**config.mk**
```make
export PLATFORM = sky130hd
export DESIGN_NAME = sm_warp_scheduler
export DESIGN_NICKNAME = d
export VERILOG_FILES = /design/src/rtl/sm_warp_scheduler_pkg.sv /design/src/rtl/sm_warp_scheduler_rr_arbiter.sv /design/src/rtl/sm_warp_scheduler.sv
export SDC_FILE = /design/constraint.sdc
export NUM_CORES = 1
export LEC_CHECK = 0
export BUFFER_PORTS_ARGS = -buffer_cell sky130_fd_sc_hd__buf_2
export CORE_MARGIN = 2
export CORE_UTILIZATION = 45
export DETAILED_ROUTE_END_ITERATION = 10
export HOLD_SLACK_MARGIN = 0.02
export PLACE_DENSITY = 0.74
export REMOVE_ABC_BUFFERS = 1
export SLEW_MARGIN = 20
export SYNTH_ARGS = -nofsm -noshare
export SYNTH_HDL_FRONTEND = slang
export SYNTH_HIERARCHICAL = 1
export SYNTH_SLANG_ARGS = --single-unit
```
**constraint.sdc**
```tcl
create_clock -name clk -period 7.45 [get_ports clk]
set_input_delay 0.745 -clock clk [delete_from_list [all_inputs] [get_ports clk]]
set_output_delay 0.745 -clock clk [all_outputs]
set_load 0.01 [all_outputs]
```
**src/rtl/sm_warp_scheduler_pkg.sv**
```systemverilog
// Shared constants and helpers for the SM warp issue scheduler.
// Fallback warp-count defines for builds that do not pull in the common define file first.
`ifndef NUM_WARP
`define NUM_WARP 8
`endif
`ifndef DEPTH_WARP
`define DEPTH_WARP 3
`endif

package sm_warp_scheduler_pkg;

    localparam int unsigned NUM_WARP   = `NUM_WARP;
    localparam int unsigned DEPTH_WARP = `DEPTH_WARP;

    // Cooldown counter must hold ISSUE_GAP; a zero gap still needs one bit.
    function automatic int unsigned cd_width(input int unsigned gap);
        return (gap == 0) ? 1 : $clog2(gap + 1);
    endfunction

endpackage

```
**src/rtl/sm_warp_scheduler_rr_arbiter.sv**
```systemverilog
// Round-robin arbiter: first request at or after ptr, wrapping, via a double-width masked search.
module rr_arbiter #(
    parameter int unsigned N = 8,
    localparam int unsigned PW = (N > 1) ? $clog2(N) : 1
) (
    input  logic [N-1:0]  req,
    input  logic [PW-1:0] ptr,
    output logic [N-1:0]  gnt_oh
);

    logic [N-1:0]   masked;
    logic [2*N-1:0] dbl;
    logic [2*N-1:0] gnt_dbl;
    logic           found;

    always_comb begin
        masked = '0;
        for (int unsigned i = 0; i < N; i++) begin
            masked[i] = req[i] && (i >= 32'(ptr));
        end
        // Upper copy is the unmasked request, catching the wrap past N-1.
        dbl     = {req, masked};
        gnt_dbl = '0;
        found   = 1'b0;
        for (int unsigned i = 0; i < 2 * N; i++) begin
            if (!found && dbl[i]) begin
                gnt_dbl[i] = 1'b1;
                found      = 1'b1;
            end
        end
        gnt_oh = gnt_dbl[N-1:0] | gnt_dbl[2*N-1:N];
    end

endmodule

```
**src/rtl/sm_warp_scheduler.sv**
```systemverilog
// Per-SM round-robin warp issue scheduler with per-warp post-issue cooldown.
`ifndef NUM_WARP
`define NUM_WARP 8
`endif
`ifndef DEPTH_WARP
`define DEPTH_WARP 3
`endif

module sm_warp_scheduler
    import sm_warp_scheduler_pkg::*;
#(
    parameter int unsigned ISSUE_GAP = 2,
    parameter int unsigned CNT_WIDTH = 32
) (
    input  logic                   clk,
    input  logic                   rst_n,
    input  logic [`NUM_WARP-1:0]   inst_buffer_has_data_i,
    input  logic [`NUM_WARP-1:0]   warp_active_i,
    input  logic [`NUM_WARP-1:0]   scoreboard_ready_i,
    input  logic                   issue_ready_i,
    output logic [`NUM_WARP-1:0]   warp_to_issue_oh_o,
    output logic                   issue_valid_o,
    output logic [`DEPTH_WARP-1:0] issue_wid_o,
    output logic                   sched_idle_o,
    output logic [CNT_WIDTH-1:0]   issue_count_o
);

    localparam int unsigned CD_W  = cd_width(ISSUE_GAP);
    localparam int unsigned PTR_W = DEPTH_WARP;

    logic [NUM_WARP-1:0] eligible;
    logic [NUM_WARP-1:0] arb_gnt;
    logic [NUM_WARP-1:0] grant;
    logic [PTR_W-1:0]    rr_ptr;
    logic [PTR_W-1:0]    grant_idx;
    logic [PTR_W-1:0]    next_ptr;
    logic [CD_W-1:0]     cooldown [NUM_WARP];

    always_comb begin
        eligible = '0;
        for (int unsigned i = 0; i < NUM_WARP; i++) begin
            eligible[i] = inst_buffer_has_data_i[i] && warp_active_i[i] &&
                          scoreboard_ready_i[i] && (cooldown[i] == '0);
        end
    end

    rr_arbiter #(.N(NUM_WARP)) u_rr_arbiter (
        .req    (eligible),
        .ptr    (rr_ptr),
        .gnt_oh (arb_gnt)
    );

    assign grant              = (issue_ready_i && rst_n) ? arb_gnt : '0;
    assign warp_to_issue_oh_o = grant;
    assign sched_idle_o       = ~|eligible;

    always_comb begin
        grant_idx = '0;
        for (int unsigned i = 0; i < NUM_WARP; i++) begin
            if (grant[i]) grant_idx = grant_idx | PTR_W'(i);
        end
        next_ptr = (grant_idx == PTR_W'(NUM_WARP - 1)) ? '0 : grant_idx + PTR_W'(1);
    end

    always_ff @(posedge clk or negedge rst_n) begin
        if (!rst_n) begin
            rr_ptr        <= '0;
            issue_valid_o <= 1'b0;
            issue_wid_o   <= '0;
            issue_count_o <= '0;
            for (int unsigned i = 0; i < NUM_WARP; i++) cooldown[i] <= '0;
        end else begin
            issue_valid_o <= |grant;
            if (|grant) begin
                rr_ptr        <= next_ptr;
                issue_wid_o   <= grant_idx;
                issue_count_o <= issue_count_o + CNT_WIDTH'(1);
            end
            // Deactivation wins over everything; a grant implies active, so load never conflicts.
            for (int unsigned i = 0; i < NUM_WARP; i++) begin
                if (!warp_active_i[i])        cooldown[i] <= '0;
                else if (grant[i])            cooldown[i] <= CD_W'(ISSUE_GAP);
                else if (cooldown[i] != '0)   cooldown[i] <= cooldown[i] - CD_W'(1);
            end
        end
    end

endmodule

```
### After elaboration in Yosys (flattened, before gate mapping)

Cells that the tools add are included.

| cells by class | value |
|---|---|
| add/sub/neg operators | 10 |
| $lt $le $gt $ge | 7 |
| equal/unequal tests | 9 |
| muxes and demuxes | 63 |
| bitwise operators | 1 |
| reductions and logical operators | 81 |

Operators with widths:

| kind | number |
|---|---|
| $mux 2 | 26 |
| $logic_and 1x1->1 | 47 |
| $add 32x1->32 const B | 1 |
| $mux 1 | 31 |
| $ne 3x1->1 const B | 8 |
| $logic_not 1->1 | 16 |
| $logic_not 2->1 | 8 |
| $reduce_bool 2->1 | 8 |
| $reduce_or 8->1 | 2 |
| $sub 2x1->2 const B | 8 |
| $mux 3 | 5 |
| $ge 3x3->1 const A | 3 |
| $mux 8 | 1 |
| $or 8x8->8 | 1 |
| $ge 1x3->1 const A | 2 |
| $ge 2x3->1 const A | 2 |
| $add 3x1->3 const B | 1 |
| $eq 3x3->1 const B | 1 |

| storage, ports and cells | value |
|---|---|
| register bits | 55 |
| bits of input ports | 27 |
| output and inout port bits | 45 |
| word-level logic and storage cells | 183 |

### Longest topological paths before layout

Gate-level depths: netlist of the first run.

| logic depth | value |
|---|---|
| word-level depth | 61 |
| mapped depth | 13 |
| mapped depth without buffers | 13 |

### Hierarchy

The synthesis of the first run kept the hierarchy.

Modules (own cells, without submodules):

| module | instances | cells each | area each (µm²) | seq. area each (µm²) |
|---|---|---|---|---|
| sm_warp_scheduler | 1 | 268 | 2847.7 | 1376.3 |
| rr_arbiter | 1 | 45 | 302.8 | 0.0 |

### Worst setup path before layout of the first run

No wires, ideal clock.

| path | value |
|---|---|
| kind | input -> register |
| start point | in scoreboard_ready_i[0] |
| end point | reg issue_count_o[6] |
| library setup time | 79 ps |
| arrival time | 2997 ps |
| required time | 7371 ps |
| setup slack | 4373 ps |
| cell stages on the path | 10 |
| buffers on the path | 1 |
| path through | and4_1 > or3_4 > nor3_4 > a31oi_1 > nor3b_1 > nor4_2 > a21o_1 > buf_2 > nor4_1 > xor2_1 |

| between the ends | value |
|---|---|
| elaborated cells between the ends (all ways) | 66 |
| classes of those cells | mux (31); bitwise (1); reduce/logical (34) |

RTL lines:

| element | RTL line | text |
|---|---|---|
| from (decl) | sm_warp_scheduler.sv:19 | `` input logic [`NUM_WARP-1:0] scoreboard_ready_i, `` |
| $logic_and 1x1->1 * | sm_warp_scheduler.sv:42 | `eligible[i] = inst_buffer_has_data_i[i] && warp_active_i[i] &&` |
| $logic_and 1x1->1 * | sm_warp_scheduler.sv:43 | `scoreboard_ready_i[i] && (cooldown[i] == '0);` |
| $logic_and 1x1->1 | sm_warp_scheduler_rr_arbiter.sv:19 | `masked[i] = req[i] && (i >= 32'(ptr));` |
| $mux 1 | sm_warp_scheduler_rr_arbiter.sv:26 | `if (!found && dbl[i]) begin` |
| $logic_not 1->1 | sm_warp_scheduler_rr_arbiter.sv:26 |  |
| $logic_and 1x1->1 | sm_warp_scheduler_rr_arbiter.sv:26 |  |
| $mux 1 | sm_warp_scheduler_rr_arbiter.sv:26 |  |
| $logic_not 1->1 | sm_warp_scheduler_rr_arbiter.sv:26 |  |
| (+31 left out) | - |  |
| $mux 1 | sm_warp_scheduler_rr_arbiter.sv:26 |  |
| $logic_not 1->1 | sm_warp_scheduler_rr_arbiter.sv:26 |  |
| $logic_and 1x1->1 | sm_warp_scheduler_rr_arbiter.sv:26 |  |
| $mux 1 | sm_warp_scheduler_rr_arbiter.sv:26 |  |
| $or 8x8->8 * | sm_warp_scheduler_rr_arbiter.sv:31 | `gnt_oh = gnt_dbl[N-1:0] \| gnt_dbl[2*N-1:N];` |
| named net arb_gnt[5] | sm_warp_scheduler.sv:32 | `logic [NUM_WARP-1:0] arb_gnt;` |
| $mux 8 * | sm_warp_scheduler.sv:53 | `assign grant = (issue_ready_i && rst_n) ? arb_gnt : '0;` |
| $reduce_or 8->1 * | sm_warp_scheduler.sv:74 | `if (\|grant) begin` |
| to (signal assigned) | sm_warp_scheduler.sv:77 | `issue_count_o <= issue_count_o + CNT_WIDTH'(1);` |
| to (decl) | sm_warp_scheduler.sv:25 | `output logic [CNT_WIDTH-1:0] issue_count_o` |

Mark *: on every way through the listed nets, which the timed path passes. The rest lies on a longest branch.
A chain may end at the register's enable or synchronous reset.

### Final worst setup path of the first run

| path | value |
|---|---|
| start point | reg cooldown[8] (netlist name) |
| end point | out warp_to_issue_oh_o[3] |

| between the ends | value |
|---|---|
| word-level cells in the longest chain between the ends | 31 |
| elaborated cells between the ends (all ways) | 32 |
| classes of those cells | mux (11); bitwise (1); reduce/logical (20) |

Ends and longest elaborated chain:

| element | RTL line | text |
|---|---|---|
| from (decl) | sm_warp_scheduler.sv:37 | `logic [CD_W-1:0] cooldown [NUM_WARP];` |
| from (signal, indexed assignment) | sm_warp_scheduler.sv:82 | `else if (grant[i]) cooldown[i] <= CD_W'(ISSUE_GAP);` |
| $logic_not 2->1 * | sm_warp_scheduler.sv:43 |  |
| $logic_and 1x1->1 * | sm_warp_scheduler.sv:43 |  |
| named net eligible[3] | sm_warp_scheduler.sv:31 | `logic [NUM_WARP-1:0] eligible;` |
| $logic_and 1x1->1 | sm_warp_scheduler_rr_arbiter.sv:19 |  |
| $logic_and 1x1->1 | sm_warp_scheduler_rr_arbiter.sv:26 |  |
| $mux 1 | sm_warp_scheduler_rr_arbiter.sv:26 |  |
| $logic_not 1->1 | sm_warp_scheduler_rr_arbiter.sv:26 |  |
| $logic_and 1x1->1 | sm_warp_scheduler_rr_arbiter.sv:26 |  |
| (+17 left out) | - |  |
| $logic_and 1x1->1 | sm_warp_scheduler_rr_arbiter.sv:26 |  |
| $mux 1 | sm_warp_scheduler_rr_arbiter.sv:26 |  |
| $logic_not 1->1 | sm_warp_scheduler_rr_arbiter.sv:26 |  |
| $logic_and 1x1->1 | sm_warp_scheduler_rr_arbiter.sv:26 |  |
| $mux 1 | sm_warp_scheduler_rr_arbiter.sv:26 |  |
| $or 8x8->8 * | sm_warp_scheduler_rr_arbiter.sv:31 |  |
| named net arb_gnt[3] | sm_warp_scheduler.sv:32 |  |
| $mux 8 * | sm_warp_scheduler.sv:53 |  |
| to (decl) | sm_warp_scheduler.sv:21 | `` output logic [`NUM_WARP-1:0] warp_to_issue_oh_o, `` |

Marked as above.

==> impl_metrics.toml, run 1 <==
[critical_path]
critical_path_class = "reg2out"
crit_path_start_kind = "flop"
path_max_fanout = 6
r2r_slack_ns = 4.01
crit_required_ns = 6.70
regToRegEndpoint = "issue_count_o[24]"
cp-end-kind = "output port"
r2r_cells = 12
regToRegStartpoint = "cooldown[10]"
cp.arrival_ns = 2.81

[sta]
grt_setup_unrepaired = "false"
whs_ns = 0.482
timing.fmax_mhz = 281
period_share = 0.477
setup_viol = 0
relSlewSlack = 0.530
tns_ns = 0
hold_viol = 0
slew_violations = 0
clock_skew_ns = 0.00562
worstMarginPinSlew_ns = 0.705
layout_setup_ws_ns = 3.90
fin_crit_ns = 3.55

[route]
num_vias = 2596
drc = 0
wire_per_inst_um = 13.7
first_pass_iters = 4
routed_via_density = 5.35
drt_iter0_drc = 140
ant_nets = 0
drt-total-wl_mm = 6.62

[cts]
cts_tree = "yes"
clockBufferDepth = 2
cts-root-buf = "clkbuf_8"
cts_resized = 0
clkLatencyLatePin_ns = 0.31
h-tree-depth = 2
path_clk_slew_ns = 0.09
postCtsHoldBufs = 0
cts.sinks = 55
cts_made_buffers = 5
post_cts_buffers = 0

[placement]
port_buffers = 71
pre_cts_ws_ns = 3.83
dpl.hpwl_mm = 4.97
gp_congestion = 0.896
placed_area_um2 = 3610

[finish]
postLayoutCellArea_um2 = 3700
layout-drive-gt1-share = 0.244
num-fill-cells = 624
final_nets = 426
multi_input_area_um2 = 1630
diodes = 0
seqCellArea_um2 = 1380
area.growth.synth_to_final_pct = 17.4
fin_util = 0.545

[logic_synthesis]
syn_inst = 313
async_reset_ff_frac = 1.00
synth_ff_type = "dfrtp_1"
yosysWarningCount = 6
ys_seq_area_frac = 0.437
synth-edff-count = 0
avgSynthCellArea_um2 = 10.1
synth_area_um2 = 3150
ys_seq_elements = 55
yosysUniqueCellTypes = 42

[floorplan]
initial_utilization = 0.464
num_io_pins = 72
core_um2 = 6790
fp-row-count = 30
fp.dieH_um = 87.7
die_w_um = 87.7
die_area_um2 = 7690

[grt]
grt_max_degree = 58
antenna_found_initial = 0
grt_pass1_wl_mm = 11.1
grt_usage = 0.182
grt_pass1_vias = 2474
grt_overflow = 0

[worst_hold_path]
hp-start = "issue_wid_o[0]"
hold_path_class = "reg2reg"
holdPathEnd = "issue_wid_o[0]"
min_path_cells = 1

[power]
combPwrFrac = 0.398
p_switching_mw = 0.345
clkPwrFrac = 0.172
seqPwrFrac = 0.431
p_leak_nw = 1.89
internal_power_mw = 0.597
netSwitchingFraction = 0.366
vdd_drop_max_mv = 0.0983
power_per_cell_area_nw_per_um2 = 255

[status]
status = "finished, final reports clean"

[flow_run]
cap_violations = 0
## state kept, by name (all words and copies together) (netlist names)
register,flops
cooldown,16
issue_wid_o,3
issue_count_o,32
issue_valid_o,1
rr_ptr,3
## per-layer routing
metal,share of wire,vias to the layer above,GRT usage
li1,-,1247,-
met1,0.43,1268,0.222
met2,0.51,73,0.324
met3,0.046,8,0.0330
met4,0.013,0,0.0587
met5,0,-,0
## cells in the mapped netlist, types with 2 or more instances
master / count / area, um^2
o41ai_2: 2 / 32.5
o21ai_0: 4 / 20.0
nand2_1: 32 / 120
and4_1: 10 / 87.6
nor4_4: 3 / 63.8
buf_2: 3 / 15.0
dfrtp_1: 55 / 1380
nor4_1: 6 / 37.5
nor3_1: 5 / 25.0
nand4_1: 19 / 119
and2_1: 4 / 25.0
and3_1: 14 / 87.6
ha_1: 11 / 138
a21o_1: 3 / 22.5
xor2_1: 3 / 26.3
nand3_1: 16 / 80.1
o31ai_1: 3 / 22.5
nor2_1: 11 / 41.3
mux2i_1: 7 / 70.1
xnor2_1: 36 / 315
a21oi_1: 4 / 20.0
nand3_2: 2 / 20.0
o21a_1: 7 / 52.6
nor2b_1: 3 / 18.8
inv_1: 33 / 124
## per-stage QoR
step / std cells / power (mW)
6_report: 485 / 0.943
5_1_grt: 485 / 1.02
4_1_cts: 485 / 0.957
3_5_place_dp: 477 / 0.792
3_3_place_gp: 477 / 0.773
2_1_floorplan: 309 / 0.689
## critical path, cell delays in order, from the launching register on
cell and delay (ns):
dfrtp_1 0.37, inv_1 0.05, ha_1 0.24, and4_1 0.30, nor2b_1 0.20, a31oi_4 0.19
nand3_2 0.18, o41ai_2 0.57, nand2_1 0.17, inv_1 0.11, buf_2 0.13
## worst max path at each step
| stage | startpoint | end | cells past startpoint |
|---|---|---|---|
| final | cooldown[8] | warp_to_issue_oh_o[3] | 10 |
| after global placement | scoreboard_ready_i[1] | issue_count_o[29] | 11 |
| after CTS | cooldown[8] | warp_to_issue_oh_o[3] | 10 |
| after detailed placement | scoreboard_ready_i[1] | issue_count_o[24] | 11 |
| after global routing | cooldown[14] | warp_to_issue_oh_o[3] | 10 |
| after floorplan | scoreboard_ready_i[0] | issue_count_o[23] | 10 |
## area by class of cell
class	instances	area share
clock buffers	6	0.0196
clock inverters	2	0.00338
inverters	34	0.0345
multi-input cells	220	0.440
flip-flops and latches	55	0.372
well taps	96	0.0325
repair buffers	72	0.0981
## logic make-up after synthesis
logic type / share of synthesized area
flip-flops: 0.437
buffers and inverters: 0.0465
AO/OA/AOI/OAI: 0.0822
AND/OR/NAND/NOR: 0.257
multiplexers: 0.0258
adder cells (fa/ha/maj): 0.0437
XOR/XNOR: 0.108
## cells in the final DEF, fill, tap and decap left out, types with 4 or more instances in the layout
cell,n
buf_2,71
dfrtp_1,55
xnor2_1,36
inv_1,33
nand2_1,32
nand4_1,19
nand3_1,16
and3_1,14
nor2_1,11
ha_1,11
and4_1,10
mux2i_1,7
o21a_1,7
nor4_1,6
nor3_1,5
clkbuf_8,5
and2_1,4
a21oi_1,4
o21ai_0,4
## power by group through the flow
stage	Combinational, mW	Sequential, mW	Clock (mW)
6_report	0.375	0.406	0.162
5_1_grt	0.425	0.415	0.180
4_1_cts	0.382	0.406	0.169
3_5_place_dp	0.380	0.412	0
3_3_place_gp	0.363	0.410	0
2_1_floorplan	0.278	0.411	0
Note: power is estimated with default switching activity, not from simulation.
==> run 2: changes to the inputs <==
==> constraint.sdc (replaced) <==
create_clock -name clk -period 3.68 [get_ports clk]
set_input_delay 0.368 -clock clk [delete_from_list [all_inputs] [get_ports clk]]
set_output_delay 0.368 -clock clk [all_outputs]
set_load 0.01 [all_outputs]
==> impl_metrics.toml, run 2 (synthesis results as in run 1) <==
[status]
status = "finished, final reports clean"

[placement]
dpl.hpwl_mm = 5.01
pre_cts_ws_ns = 0.413
port_buffers = 71
gp_congestion = 0.951

[grt]
grt_pass1_vias = 2489
grt_overflow = 0
grt_max_degree = 33
grt_pass1_wl_mm = 11.2
antenna_found_initial = 0
grt_usage = 0.183

[cts]
cts_tree = "yes"
cts.sinks = 55
clockBufferDepth = 2
post_cts_buffers = 0
path_clk_slew_ns = 0.11
cts-root-buf = "clkbuf_8"
postCtsHoldBufs = 0
cts_resized = 0
h-tree-depth = 2
cts_made_buffers = 5
clkLatencyLatePin_ns = 0.31

[floorplan]
num_io_pins = 72
fp.dieH_um = 87.7
die_w_um = 87.7
core_um2 = 6790
fp-row-count = 30
initial_utilization = 0.464
die_area_um2 = 7690

[critical_path]
path_max_fanout = 28
regToRegStartpoint = "cooldown[14]"
crit_required_ns = 3.89
critical_path_class = "reg2reg"
r2r_slack_ns = 0.43
cp-end-kind = "flop"
cp.arrival_ns = 3.46
regToRegEndpoint = "issue_count_o[20]"
r2r_cells = 12
crit_path_start_kind = "flop"

[sta]
slew_violations = 0
relSlewSlack = 0.579
grt_setup_unrepaired = "false"
tns_ns = 0
period_share = 0.884
fin_crit_ns = 3.25
clock_skew_ns = 0.00930
whs_ns = 0.0532
worstMarginPinSlew_ns = 0.627
setup_viol = 0
hold_viol = 0
timing.fmax_mhz = 308
layout_setup_ws_ns = 0.428

[finish]
area.growth.synth_to_final_pct = 18.1
layout_common_cells = "buf_2, dfrtp_1, xnor2_1"
multi_input_area_um2 = 1630
fin_util = 0.548
final_nets = 428
seqCellArea_um2 = 1380
num-fill-cells = 647
largest_reg_flops = 32
top_register = "issue_count_o"
layout_commonest_cell = "buf_2"
reg_top3 = "issue_count_o: 32 flops, cooldown: 16 flops"
layout-drive-gt1-share = 0.251
diodes = 0

[route]
route.met2.wl_mm = 3.31
routed_via_density = 5.28
wire_per_inst_um = 13.5
num_vias = 2569
wirelength_met1_mm = 2.94
ant_nets = 0
drt-total-wl_mm = 6.56
dr_wl_met3_um = 273
drt_iter0_drc = 118
routed.top_layer = "met4"
drc = 0
first_pass_iters = 4

[power]
power_per_cell_area_nw_per_um2 = 518
vdd_drop_max_mv = 0.183
p_leak_nw = 1.91

[worst_hold_path]
hold_path_class = "in2async"

[flow_run]
cap_violations = 0
run 2: worst max path at each step:
stage               cells after the start                 to         start
detailed placement                     12  issue_count_o[20]  cooldown[14]
finish                                 12  issue_count_o[20]  cooldown[14]
CTS                                    12  issue_count_o[20]  cooldown[14]
floorplan                              12  issue_count_o[23]  cooldown[12]
global placement                       12  issue_count_o[28]  cooldown[14]
global route                           12  issue_count_o[27]  cooldown[14]
run 2: through the flow:
stage / power [mW] / instance area (um^2) / instances
after floorplan: 1.40 / 3130 / 309
after global placement: 1.58 / 3630 / 479
after detailed placement: 1.60 / 3630 / 479
after CTS: 1.96 / 3720 / 487
after global routing: 2.10 / 3720 / 487
final: 1.93 / 3720 / 487
run 2: power breakdown:
| part | internal [mW] | leakage [nW] | switching, mW |
|---|---|---|---|
| combinational | 0.355 | 1.12 | 0.409 |
| sequential | 0.725 | 0.741 | 0.0925 |
| clock | 0.138 | 0.0489 | 0.207 |
| total | 1.22 | 1.91 | 0.708 |
run 2: cell type report:
cell class | instances | share of cell area
Multi-Input combinational cell | 220 | 0.437
Clock buffer | 5 | 0.0185
Timing Repair Buffer | 74 | 0.102
Clock inverter | 3 | 0.00605
Tap cell | 96 | 0.0323
Inverter | 34 | 0.0343
Sequential cell | 55 | 0.370
run 2: routing by layer:
metal | up-vias | global-route usage
li1 | 1252 | -
met1 | 1255 | 0.232
met2 | 58 | 0.324
met3 | 4 | 0.0302
met4 | 0 | 0.0503
met5 | - | 0
run 2: worst max-delay path: stages (launching register included):
cell and delay [ns]:
dfrtp_1 0.38, inv_1 0.05, ha_1 0.23, and4_1 0.24
nor2b_1 0.19, o21ai_1 0.26, nand3_2 0.20, o41ai_2 0.58
nor4_4 0.13, a21o_1 0.20, inv_2 0.33, nand4_1 0.19
xnor2_1 0.16
